## config.mk

```make
export PLATFORM = sky130hd
export DESIGN_NAME = servo_pwm_array
export DESIGN_NICKNAME = d
export VERILOG_FILES = /design/src/rtl/servo_pkg.sv /design/src/rtl/servo_slew.sv /design/src/rtl/servo_pwm_array.sv
export SDC_FILE = /design/constraint.sdc
export NUM_CORES = 1
export LEC_CHECK = 0
export CORE_ASPECT_RATIO = 0.9
export CORE_UTILIZATION = 45
export CTS_BUF_LIST = sky130_fd_sc_hd__clkbuf_16
export DETAILED_ROUTE_END_ITERATION = 10
export PLACE_DENSITY = 0.72
export SETUP_SLACK_MARGIN = 0.1
export SLEW_MARGIN = 30
export SYNTH_ARGS = -nofsm -noshare
export SYNTH_HDL_FRONTEND = slang
export SYNTH_SLANG_ARGS = --single-unit
```

## constraint.sdc

```tcl
create_clock -name clk -period 1.8 [get_ports clk]
set_input_delay 0.36 -clock clk [delete_from_list [all_inputs] [get_ports clk]]
set_output_delay 0.36 -clock clk [all_outputs]
set_load 0.01 [all_outputs]
```

## src/rtl/servo_pkg.sv

```systemverilog
`default_nettype none
// ============================================================================
// Module      : servo_pkg
// Description : Shared types and helpers for the servo PWM array: the motion
//               command encoding and the command-to-pulse-width decode.
// Revision    : 1.0 - initial release
// ============================================================================
package servo_pkg;

  // Two-bit motion command carried on the command port
  typedef enum logic [1:0] {
    CMD_OFF  = 2'b00,
    CMD_FWD  = 2'b01,
    CMD_BACK = 2'b10,
    CMD_STOP = 2'b11
  } cmd_code_e;

  // Pulse width a channel heads toward for a given command. OFF shares the
  // STOP width so a re-enabled channel starts from neutral.
  function automatic int unsigned width_decode(
    input cmd_code_e   code,
    input int unsigned back_w,
    input int unsigned stop_w,
    input int unsigned fwd_w
  );
    int unsigned w;
    w = stop_w;
    case (code)
      CMD_FWD:  w = fwd_w;
      CMD_BACK: w = back_w;
      default:  w = stop_w;
    endcase
    return w;
  endfunction

endpackage
`default_nettype wire

```

## src/rtl/servo_slew.sv

```systemverilog
`default_nettype none
// ============================================================================
// Module      : servo_slew
// Description : One PWM channel. Holds the shadow and active command, slews
//               the pulse width toward the commanded target once per frame
//               and compares it against the shared frame counter.
// Revision    : 1.0 - initial release
// ============================================================================
module servo_slew
  import servo_pkg::*;
#(
  parameter int CNT_W  = 12,
  parameter int BACK_W = 10,
  parameter int STOP_W = 15,
  parameter int FWD_W  = 20,
  parameter int STEP   = 0
) (
  input  logic             clk,
  input  logic             reset,
  input  logic             wr_en_i,
  input  cmd_code_e        code_i,
  input  logic             boundary_i,
  input  logic [CNT_W-1:0] count_i,
  output logic             pwm_o
);

  localparam logic [CNT_W-1:0] C_STOP_W = CNT_W'(STOP_W);
  localparam logic [CNT_W-1:0] C_STEP   = CNT_W'(STEP);

  cmd_code_e        shadow_q;
  cmd_code_e        active_q;
  logic [CNT_W-1:0] width_q;
  logic [CNT_W-1:0] width_d;
  logic [CNT_W-1:0] target;
  logic [CNT_W-1:0] diff;

  // The target follows the shadow code so the width starts moving at the
  // same boundary that makes the new command active.
  assign target = CNT_W'(width_decode(shadow_q, BACK_W, STOP_W, FWD_W));

  // Next width: jump when unlimited, else move at most STEP toward the
  // target; the remaining distance is compared first so nothing wraps.
  always_comb begin
    width_d = target;
    diff    = '0;
    if (STEP != 0) begin
      if (target > width_q) begin
        diff    = target - width_q;
        width_d = (diff > C_STEP) ? (width_q + C_STEP) : target;
      end else begin
        diff    = width_q - target;
        width_d = (diff > C_STEP) ? (width_q - C_STEP) : target;
      end
    end
  end

  // Command capture: the last accepted write wins, and it only reaches the
  // output stage at a frame boundary.
  always_ff @(posedge clk) begin
    if (reset) begin
      shadow_q <= CMD_OFF;
      active_q <= CMD_OFF;
    end else begin
      if (wr_en_i) begin
        shadow_q <= code_i;
      end
      if (boundary_i) begin
        active_q <= shadow_q;
      end
    end
  end

  // Width register, updated once per frame so a pulse is never cut short.
  always_ff @(posedge clk) begin
    if (reset) begin
      width_q <= C_STOP_W;
    end else if (boundary_i) begin
      width_q <= width_d;
    end
  end

  // All inputs are registers, so this compare cannot glitch.
  assign pwm_o = (active_q != CMD_OFF) && (count_i < width_q);

endmodule
`default_nettype wire

```

## src/rtl/servo_pwm_array.sv

```systemverilog
`default_nettype none
// ============================================================================
// Module      : servo_pwm_array
// Description : Multi-channel frame-aligned servo/ESC pulse generator.
//               Shared prescaler and frame counter, command handshake that
//               stalls only in the boundary cycle, one servo_slew per channel.
// Revision    : 1.0 - initial release
// ============================================================================
module servo_pwm_array
  import servo_pkg::*;
#(
  parameter int NCH      = 2,
  parameter int CNT_W    = 12,
  parameter int PERIOD   = 200,
  parameter int TICK_DIV = 1,
  parameter int BACK_W   = 10,
  parameter int STOP_W   = 15,
  parameter int FWD_W    = 20,
  parameter int STEP     = 0,
  localparam int CH_W    = (NCH > 1) ? $clog2(NCH) : 1
) (
  input  logic            clk,
  input  logic            reset,
  input  logic            cmd_valid,
  output logic            cmd_ready,
  input  logic [CH_W-1:0] cmd_ch,
  input  logic [1:0]      cmd_code,
  output logic [NCH-1:0]  pwm,
  output logic            frame_start
);

  localparam int               PRE_W      = (TICK_DIV > 1) ? $clog2(TICK_DIV) : 1;
  localparam logic [PRE_W-1:0] C_PRE_LAST = PRE_W'(TICK_DIV - 1);
  localparam logic [CNT_W-1:0] C_CNT_LAST = CNT_W'(PERIOD - 1);

  // Reject parameter sets the counter and compare cannot represent.
  if (NCH < 1 || NCH > 8) begin : g_chk_nch
    $error("servo_pwm_array: NCH must be in 1..8");
  end
  if (PERIOD < 1 || TICK_DIV < 1) begin : g_chk_period
    $error("servo_pwm_array: PERIOD and TICK_DIV must be at least 1");
  end
  if (longint'(PERIOD) >= (longint'(1) << CNT_W)) begin : g_chk_cnt_w
    $error("servo_pwm_array: PERIOD must be below 2**CNT_W");
  end
  if (BACK_W > PERIOD || STOP_W > PERIOD || FWD_W > PERIOD) begin : g_chk_widths
    $error("servo_pwm_array: pulse widths must not exceed PERIOD");
  end

  logic [PRE_W-1:0] prescale_q;
  logic [CNT_W-1:0] count_q;
  logic             frame_start_q;
  logic             tick;
  logic             boundary;
  logic             accept;

  assign tick        = (prescale_q == C_PRE_LAST);
  assign boundary    = tick && (count_q == C_CNT_LAST);
  // Stalling commands in the boundary cycle keeps a shadow write from racing
  // the shadow-to-active copy.
  assign cmd_ready   = !boundary;
  assign accept      = cmd_valid && cmd_ready;
  assign frame_start = frame_start_q;

  // Prescaler: one counter step every TICK_DIV clocks.
  always_ff @(posedge clk) begin
    if (reset) begin
      prescale_q <= '0;
    end else if (tick) begin
      prescale_q <= '0;
    end else begin
      prescale_q <= prescale_q + PRE_W'(1);
    end
  end

  // Frame counter: 0..PERIOD-1, advancing on each tick.
  always_ff @(posedge clk) begin
    if (reset) begin
      count_q <= '0;
    end else if (tick) begin
      if (count_q == C_CNT_LAST) begin
        count_q <= '0;
      end else begin
        count_q <= count_q + CNT_W'(1);
      end
    end
  end

  // Frame-start marker: high for the first count-0 cycle after a boundary.
  always_ff @(posedge clk) begin
    if (reset) begin
      frame_start_q <= 1'b0;
    end else begin
      frame_start_q <= boundary;
    end
  end

  // One channel per PWM output; out-of-range channel numbers match nothing
  // and are silently dropped.
  for (genvar i = 0; i < NCH; i++) begin : g_ch
    logic wr_en;
    assign wr_en = accept && (cmd_ch == CH_W'(i));

    servo_slew #(
      .CNT_W  (CNT_W),
      .BACK_W (BACK_W),
      .STOP_W (STOP_W),
      .FWD_W  (FWD_W),
      .STEP   (STEP)
    ) u_slew (
      .clk        (clk),
      .reset      (reset),
      .wr_en_i    (wr_en),
      .code_i     (cmd_code_e'(cmd_code)),
      .boundary_i (boundary),
      .count_i    (count_q),
      .pwm_o      (pwm[i])
    );
  end

endmodule
`default_nettype wire

```

* Word level (Yosys, flattened, before mapping)
Cells that the tools add are included.
** Storage, ports and cells
- Register bits after elaboration :: 46
- Output and inout bits :: 4
** Operators by class
- Add/sub/neg operators :: 2
- $lt $le $gt $ge :: 2
- Equality and inequality tests :: 5
- Mux-type cells :: 3
- Bitwise gates (word level) :: 2
- Reductions and logical operators :: 10
** Operators with widths (number)
- less-than comparator 12 bit :: 2
- one-hot mux 5 bit (2 select lines) :: 2
- adder 12 x 1 -> 12 bit (second input constant) :: 1
- equality test 12 x 8 -> 1 bit (second input constant) :: 1
- two-way mux 12 bit :: 1
- logical AND 1 bit :: 6
- equality test 2 x 1 -> 1 bit (second input constant) :: 2
- equality test 2 bit (second input constant) :: 2
- nonzero test 2 bit :: 2
- inverter 1 bit :: 2
- OR reduction 2 bit :: 1
- adder 1 bit (second input constant) :: 1
- logical NOT 1 bit :: 1

* Logic depth before layout (Yosys ltp)
Gate-level depths: netlist of run 1.
- Depth after elaboration :: 5
- Mapped depth :: 6
- Depth with buffers taken out :: 5

* Hierarchy
A second synthesis of run 1 with hierarchy kept.
** Unflattened totals
- Cell total of the unflattened synthesis :: 167
- Area, all modules :: 1590.3 um^2
** Modules (own cells, without submodules)
- servo_slew :: times used 2, cells each 49, area an instance 462.9 um^2
- servo_pwm_array :: times used 1, cells each 69, area an instance 664.4 um^2

* Worst setup path before layout of run 1
No wires, ideal clock.
- Kind :: reg-to-output
- Start :: reg count_q[1]
- End :: out pwm[0]
- Arrival :: 1267 ps
- Required time :: 1440 ps
- Slack :: 173 ps
- Stages on the path, launching flop included :: 6
- Buffers on the path :: 1
- Cell sequence :: dfxtp_1 -> ha_1 -> a21o_1 -> a211oi_1 -> o21a_1 -> buf_4
** On the way
- Word-level cells in the longest chain between the ends :: 2
** RTL lines
- from (decl) :: RTL line servo_pwm_array.sv:51 : logic [CNT_W-1:0] count_q;
- from (signal assigned) :: RTL line servo_pwm_array.sv:84 : count_q <= count_q + CNT_W'(1);
- less-than comparator 12 bit :: RTL line servo_slew.sv:83 : assign pwm_o = (active_q != CMD_OFF) && (count_i < width_q);
- logical AND 1 bit :: RTL line servo_slew.sv:83
- to (decl) :: RTL line servo_pwm_array.sv:28 : output logic [NCH-1:0] pwm,
Every way passes these cells.

* Worst setup path after layout of run 1
- Start :: reg g_ch[0].u_slew.width_q[3]
- End :: out pwm[0]
** On the way
- Word-level cells in the longest chain between the ends :: 2
** RTL lines
- from (decl) :: RTL line servo_slew.sv:32 : logic [CNT_W-1:0] width_q;
- from (signal assigned) :: RTL line servo_slew.sv:78 : width_q <= width_d;
- less-than comparator 12 bit :: RTL line servo_slew.sv:83
- logical AND 1 bit :: RTL line servo_slew.sv:83
Every way passes these cells.

==> reports/metrics.yaml, run 1 <==
rr_startpoint: "count_q[1]"
hold_viol: 0
required_ps: 1440
synthFlopType: "dfxtp_1"
yosys_warnings: 0
drv_cap: 0
crit_fanout: 2
hold_class: "flop to flop"
crit_type: "flop to primary output"
multi_input_area_um2: 913.4
synth_cell_type_count: 30
cp.arrival_ps: 1500
cts_tree: "built"
fin_skew_ps: 8.105
final_antenna_net_count: 0
fin_util: 0.6510
pwr-share-comb: 0.058
layout_worst_path_cycle_share: 1.033
cts-root-buf: "clkbuf_16"
p_switching_mw: 0.3459
fin_nets: 218
antenna_cells: 0
grt_max_degree: 23
period_needed_ps: 1860
end_kind: "primary output"
use_met3: 0.07087
grt_pass1_vias: 1230
postSynthAreaPerCell_um2: 9.361
setup-tns-final_ps: -93.87
power.total_mw: 1.721
fin_cells: 240
vias: 1199
die_h_um: 57.75
syn-instance-count: 166
regArea_um2: 608.1
ys_ff_latch: 30
clk_latency_ps: 280
grt_antenna_before_repair: 0
p_per_area_nw_per_um2: 836.4
fp.dieW_um: 63.95
swShare: 0.2009
yosys.area_share.simple: 0.2222
dpl.hpwl_um: 2193
hold_path.startpoint: "g_ch[0].u_slew.width_q[0]"
crit_path_start_kind: "flop"
dieArea_um2: 3693
syn-cell-area_um2: 1554
synth_nets: 187
synth_compound_area_frac: 0.06924
dp_cells: 231
yosys.area_share.adder: 0.1208
clk_path_buf_depth: 2
gr-usage-met2: 0.3389
clockPowerShare: 0.541
area_growth_pct: 32.45
synth-edff-count: 0
synthArstFlopShare: 0
synth_top_family_by_area: "simple AND/OR/NAND/NOR gates"
worst_slack_ps: -60.23
design_area_um2: 2058
rsz0062_at_grt: "yes"
clk_pin_slew_ps: 50
met1_usage: 0.2540
max_freq_mhz: 537.6
row_count: 19
drc: 0
clock_sinks: 30
post_synth_xor_area_fraction: 0.06200
htree_num_levels: 2
firstDrtPassIters: 4
dpl_cell_area_um2: 1804
intPower_mw: 1.376
ir_worst_vdd_mv: 0.5377
coreArea_um2: 3162
gp_congestion: 0.7642
busiest_layer: "met2"
initial_core_util: 0.4915
numCtsBuffers: 5
cp-startpoint: "g_ch[0].u_slew.width_q[3]"
slew_violations: 0
grt_pass1_wl_um: 5713
synth.area.mux_share: 0.07085
status: "finished with violations"
power_frac_seq: 0.401
track_usage: 0.2096
io_buffers: 9
totalWireLength_um: 3285
avgRoutedWirePerCell_um: 13.69
drive_above_1_share: 0.2525
fillers: 241
vias_per_cell: 4.996
grt-ovfl-total: 0
setup_viol: 2
power.leakage_nw: 0.9981
violations: "setup timing"
drt_iter0_drc: 51
seq_area_frac_synth: 0.3865
ioPinCount: 10
## area by class of cell
type	instances	share of cell area
multi-input cells	115	0.4438
inverters	14	0.02553
clock inverters	3	0.01945
repair buffers	31	0.1295
well taps	42	0.02553
flip-flops and latches	30	0.2954
clock buffers	5	0.06079
## cell families after synthesis
group	Yosys count
compound gates	14
fa+ha+maj	15
buf+inv	21
xor+xnor	11
simple gates	63
mux	11
other cells	1
flops	30
## cell usage after synthesis (2+ instances only)
library cell | count | area share
nand2b_1 | 9 | 0.036
nand2_1 | 3 | 0.0072
inv_1 | 14 | 0.034
xor2_1 | 3 | 0.017
a21o_1 | 2 | 0.0097
dfxtp_1 | 30 | 0.39
nor3_1 | 6 | 0.019
buf_4 | 2 | 0.0097
ha_1 | 15 | 0.12
and3b_1 | 2 | 0.011
nand3_1 | 4 | 0.013
a211oi_1 | 2 | 0.0097
mux2i_1 | 11 | 0.071
o21a_1 | 2 | 0.0097
a211o_1 | 6 | 0.034
nor2_1 | 31 | 0.075
clkbuf_1 | 2 | 0.0048
xnor2_1 | 8 | 0.045
buf_6 | 2 | 0.014
o21ai_0 | 2 | 0.0064
## final timing paths
kind | to | slack [ps] | depth (start not counted)
max | pwm[0] | -60 | 6
min | g_ch[0].u_slew.width_q[0] | 470 | 1
max reg2reg | g_ch[0].u_slew.shadow_q[1] | 160 | 7
min reg2reg | g_ch[0].u_slew.width_q[0] | 470 | 1
## critical path: stages, from the launching register on
cell,delay [ps]
dfxtp_2,330
inv_2,50
ha_4,220
a21o_1,180
a211oi_2,190
o21a_1,130
buf_2,120
## stage by stage
step                      hold WS [ps]  setup WS [ps]
after global placement           444.5         -237.0
after detailed placement         455.4         -263.1
after CTS                        467.5         -47.94
after global routing             490.2         -118.7
final                            468.4         -60.23
after floorplan                  435.4          173.4
## power groups by stage
stage / clock, mW / combinational (mW) / sequential [mW]
after floorplan: 0 / 0.0451 / 0.703
after global placement: 0 / 0.0808 / 0.700
after detailed placement: 0 / 0.0836 / 0.700
after CTS: 0.949 / 0.0955 / 0.690
after global routing: 0.983 / 0.110 / 0.691
final: 0.931 / 0.0999 / 0.690
## sequential cells by signal, indices dropped and copies added (netlist names)
| signal | flops |
|---|---|
| count_q | 12 |
| frame_start | 1 |
| g_ch.u_slew.active_q | 4 |
| g_ch.u_slew.shadow_q | 4 |
| prescale_q | 1 |
| g_ch.u_slew.width_q | 8 |
## timing repair
item	CTS	global route
endpoints found under the setup margin	25	7
hold buffers	0	0
gates resized for setup	32	4
pin swaps	9	0
buffers inserted	1	0
## cell usage in the layout (no fill, tap or decap), drive strengths merged
cell type      synthesis  layout
xor2                   3       3
xnor2                  8       8
a21o                   2       2
nand3b                 1       1
nand2                  3       3
a211oi                 2       2
conb                   1       1
o21ai                  2       2
ha                    15      15
and4bb                 1       1
o21a                   2       2
nand2b                 9       9
nand4b                 1       1
clkbuf                 2       5
and3b                  2       2
clkinv                 0       2
inv                   14      14
buf                    5      25
bufinv                 0       1
nand4                  2       2
a211o                  6       6
nor2                  31      31
nor2b                  1       1
clkdlybuf4s50          0       6
nand3                  4       4
nor4                   1       1
dfxtp                 30      30
nor3                   7       7
mux2i                 11      11
## per-layer routing
layer  up-vias  wire length [um]
met5         -                 0
met4         0                48
met3         6               162
met2        29              1609
met1       554              1464
li1        610                 -
Power figures use the tool's default switching activity.
==> run 2, diff against run 1 <==
--- a/config.mk
+++ b/config.mk
@@ -7,7 +7,6 @@
 export LEC_CHECK = 0
 export CORE_ASPECT_RATIO = 0.9
 export CORE_UTILIZATION = 45
-export CTS_BUF_LIST = sky130_fd_sc_hd__clkbuf_16
 export DETAILED_ROUTE_END_ITERATION = 10
 export PLACE_DENSITY = 0.72
 export SETUP_SLACK_MARGIN = 0.1
==> run 2 against run 1 <==
Compared with the run above:
- the flow still finishes with violations (setup timing)
- critical path type unchanged
- final cell count did not move
- combinational power fell by 3.7%
- power fell by 17%
- largest power group is now sequential cells
- highest routed layer unchanged
==> reports/metrics.yaml, run 2 (same netlist as run 1, synthesis figures left out) <==
final_antenna_net_count: 0
antenna_cells: 0
crit_path_start_kind: "flop"
final_cell_mix: "nor2_1, dfxtp_1, buf_4"
vias_per_cell: 4.908
grt_pass1_vias: 1196
coreArea_um2: 3162
largestRegisters: "count_q: 12 flops, g_ch.u_slew.width_q: 8 flops"
clk_path_buf_depth: 2
ir_worst_vdd_mv: 0.6914
fp.dieW_um: 63.95
row_count: 19
firstDrtPassIters: 4
end_kind: "primary output"
setup-tns-final_ps: -120.8
met1_usage: 0.2349
gr-usage-met2: 0.3024
totalWireLength_um: 3039
grt_pass1_wl_um: 5319
use_met3: 0.08465
cp.arrival_ps: 1500
hold_class: "flop to flop"
grt-ovfl-total: 0
rsz0062_at_grt: "yes"
power.leakage_nw: 0.9724
gp_congestion: 0.7642
fin_nets: 218
busiest_layer: "met2"
initial_core_util: 0.4915
crit_type: "flop to primary output"
clk_pin_slew_ps: 70
io_buffers: 9
vias: 1178
fin_skew_ps: 7.691
dpl.hpwl_um: 2193
clk_latency_ps: 290
violations: "setup timing"
period_needed_ps: 1863
crit_fanout: 2
layout_worst_path_cycle_share: 1.035
max_freq_mhz: 536.7
grt_max_degree: 23
die_h_um: 57.75
design_area_um2: 2002
worst_slack_ps: -63.32
largest-register: "count_q"
area_growth_pct: 28.82
dpl_cell_area_um2: 1804
postCtsHoldBufs: 0
setup_viol: 2
slew_violations: 0
cts-root-buf: "clkbuf_8"
numCtsBuffers: 5
required_ps: 1440
grt_antenna_before_repair: 0
drive_above_1_share: 0.2525
track_usage: 0.1958
dieArea_um2: 3693
ioPinCount: 10
status: "finished with violations"
mostFrequentLayoutCell: "nor2_1"
drv_cap: 0
cts_tree: "built"
htree_num_levels: 2
p_per_area_nw_per_um2: 717.4
drc: 0
drt_iter0_drc: 45
clock_sinks: 30
hold_viol: 0
avgRoutedWirePerCell_um: 12.66
largest_reg_flops: 12
==> run 2: cell types whose count changed in the layout (fill, tap and decap cells not counted) <==
cell,before,now
clkbuf_16,5,0
clkbuf_8,0,5
==> run 2: layout make-up <==
cell class,count,area [um^2]
Fill cell,249,1160
Timing Repair Buffer,31,266.5
Multi-Input combinational cell,115,913.4
Tap cell,42,52.55
Clock inverter,3,40.04
Inverter,14,52.55
Clock buffer,5,68.82
Sequential cell,30,608.1
==> run 2: worst max-delay path: stages, from the launching register on <==
cell,delay [ps]
dfxtp_2,330
inv_2,50
ha_4,220
a21o_1,180
a211oi_2,180
o21a_1,130
buf_2,120
==> run 2: timing repair <==
item,CTS,global route
gates resized for setup,31,5
setup endpoints to repair,25,5
buffers inserted,1,0
pin swaps,9,0
==> run 2: per-stage QoR <==
stage	worst slack, ps	hold WS (ps)	power [mW]	cells	util
5_1_grt	-143.8	490.0	1.510	240	0.6332
2_1_floorplan	173.4	435.4	0.7476	166	-
3_5_place_dp	-263.1	455.4	0.7836	231	0.5706
3_3_place_gp	-237.0	444.5	0.7803	231	0.5706
4_1_cts	-63.09	471.4	1.458	240	0.6268
6_report	-63.32	466.2	1.436	240	0.6332
==> run 2: routing by layer <==
metal	part of all wire	wire length, um
met1	0.47	1439
met2	0.47	1424
met3	0.040	122
met4	0.017	52
met5	0	0
==> run 2: power by group <==
| group | internal, mW | switching, mW |
|---|---|---|
| combinational | 0.0527 | 0.0435 |
| sequential | 0.675 | 0.0136 |
| clock | 0.406 | 0.245 |
==> run 2: worst paths after layout <==
kind	startpoint	to	slack (ps)	depth (start not counted)
worst max-delay path	g_ch[0].u_slew.width_q[3]	pwm[0]	-60	6
worst min-delay path	g_ch[0].u_slew.width_q[0]	g_ch[0].u_slew.width_q[0]	470	1
worst max register to register	count_q[1]	g_ch[0].u_slew.shadow_q[1]	170	7
worst min register to register	g_ch[0].u_slew.width_q[0]	g_ch[0].u_slew.width_q[0]	470	1
==> run 3, diff against run 2 <==
--- a/config.mk
+++ b/config.mk
@@ -5,10 +5,12 @@
 export SDC_FILE = /design/constraint.sdc
 export NUM_CORES = 1
 export LEC_CHECK = 0
+export ABC_AREA = 0
 export CORE_ASPECT_RATIO = 0.9
 export CORE_UTILIZATION = 45
 export DETAILED_ROUTE_END_ITERATION = 10
 export PLACE_DENSITY = 0.72
+export RECOVER_POWER = 100
 export SETUP_SLACK_MARGIN = 0.1
 export SLEW_MARGIN = 30
 export SYNTH_ARGS = -nofsm -noshare
==> run 3 against run 2 <==
Compared with the run above:
- the flow still finishes with violations (setup timing)
- routed wire length up 0.20%
- worst setup slack is essentially flat
- highest routed layer unchanged
- largest power group unchanged
- flip-flop and latch count is the same
- combinational power is 3.1% lower
- clock-buffer cell count stayed put
- die area unchanged
==> reports/metrics.yaml, run 3 (same netlist as run 1, synthesis figures left out) <==
clk_pin_slew_ps: 70
io_buffers: 9
hold_path_depth: 1
power.leakage_nw: 0.9695
drt_iter0_drc: 50
drc: 0
required_ps: 1440
period_needed_ps: 1863
grt_antenna_before_repair: 0
whs_endpoint: "g_ch[0].u_slew.width_q[0]"
grt_max_degree: 23
initial_core_util: 0.4915
r2r_cells: 7
p_per_area_nw_per_um2: 724.5
avgRoutedWirePerCell_um: 12.69
antenna_cells: 0
htree_num_levels: 2
gp_congestion: 0.7642
end_kind: "primary output"
ioPinCount: 10
drive_above_1_share: 0.2475
crit_path_start_kind: "flop"
clk_path_buf_depth: 2
r2r_end: "g_ch[0].u_slew.shadow_q[1]"
firstDrtPassIters: 4
vias: 1180
clk_latency_ps: 290
numCtsBuffers: 5
postCtsHoldBufs: 0
clock_sinks: 30
rr_startpoint: "count_q[1]"
fin_skew_ps: 7.691
crit_fanout: 2
largest_reg_flops: 12
ir_worst_vdd_mv: 0.6911
rsz0062_at_grt: "yes"
violations: "setup timing"
grt_pass1_wl_um: 5319
final_antenna_net_count: 0
cp.arrival_ps: 1500
rrSetupSlack_ps: -20
design_area_um2: 1978
fillers: 253
totalWireLength_um: 3045
setup_viol: 5
area_growth_pct: 27.29
row_count: 19
grt-ovfl-total: 0
cts_tree: "built"
hold_class: "flop to flop"
vias_per_cell: 4.917
largestRegisters: "count_q: 12 flops, g_ch.u_slew.width_q: 8 flops"
dpl_cell_area_um2: 1804
max_freq_mhz: 536.7
slew_violations: 0
final_cell_mix: "nor2_1, dfxtp_1, buf_4"
track_usage: 0.1958
layout_worst_path_cycle_share: 1.035
hold_viol: 0
largest-register: "count_q"
hold_path.startpoint: "g_ch[0].u_slew.width_q[0]"
fp.dieW_um: 63.95
status: "finished with violations"
die_h_um: 57.75
dieArea_um2: 3693
dpl.hpwl_um: 2193
drv_cap: 0
grt_pass1_vias: 1196
fin_nets: 218
worst_slack_ps: -63.35
coreArea_um2: 3162
cts-root-buf: "clkbuf_8"
power.total_mw: 1.433
crit_type: "flop to primary output"
mostFrequentLayoutCell: "nor2_1"
run 3: cell types whose count changed in the layout (fill, tap and decap cells not counted):
cell	change
and3b_1	+1
and3b_2	-1
buf_12	-1
clkbuf_4	+1
clkdlybuf4s50_1	-1
dlygate4sd3_1	+1
ha_2	+1
ha_4	-1
run 3: area by class of cell:
class                      instances  area, um^2  area share
multi-input combinational        115       902.1      0.4560
sequential                        30       608.1      0.3074
timing repair buffer              31       254.0      0.1284
clock buffer                       5       68.82     0.03479
inverter                          14       52.55     0.02657
tap                               42       52.55     0.02657
clock inverter                     3       40.04     0.02024
run 3: worst max-delay path by stage:
stage / from / endpoint / slack, ps
floorplan: count_q[1] / pwm[0] / 170
global placement: g_ch[0].u_slew.width_q[3] / pwm[0] / -240
detailed placement: g_ch[1].u_slew.width_q[3] / pwm[1] / -260
CTS: g_ch[0].u_slew.width_q[3] / pwm[0] / -60
global route: g_ch[0].u_slew.width_q[3] / pwm[0] / -140
finish: g_ch[0].u_slew.width_q[3] / pwm[0] / -60
run 3: where the power goes:
group | switching (mW) | internal, mW
sequential | 0.0136 | 0.675
combinational | 0.0417 | 0.0515
clock | 0.245 | 0.406
run 3: routing by layer:
metal	wire, um	track usage
met1	1445	0.2349
met2	1424	0.3024
met3	122	0.08465
met4	52	0.09416
met5	0	0
run 3: critical path, cell delays in order, from the launching register on:
cell      delay (ps)
dfxtp_2          330
inv_2             50
ha_4             220
a21o_1           180
a211oi_2         180
o21a_1           130
buf_2            120
run 3: timing repair:
action	in CTS	in global routing
setup buffers	1	0
setup endpoints to repair	25	5
pin swaps	9	0
gates resized for setup	31	5
run 3: per-stage QoR:
step                      setup WS, ps  setup TNS, ps  hold WS [ps]  std cells  utilization
after global placement          -237.0         -554.2         444.5        231       0.5706
final                           -63.35         -149.6         466.2        240       0.6256
after detailed placement        -263.1          -1047         455.4        231       0.5706
after global routing            -143.8          -1290         490.0        240       0.6256
after CTS                       -63.09         -119.2         471.4        240       0.6268
after floorplan                  173.4              0         435.4        166            -
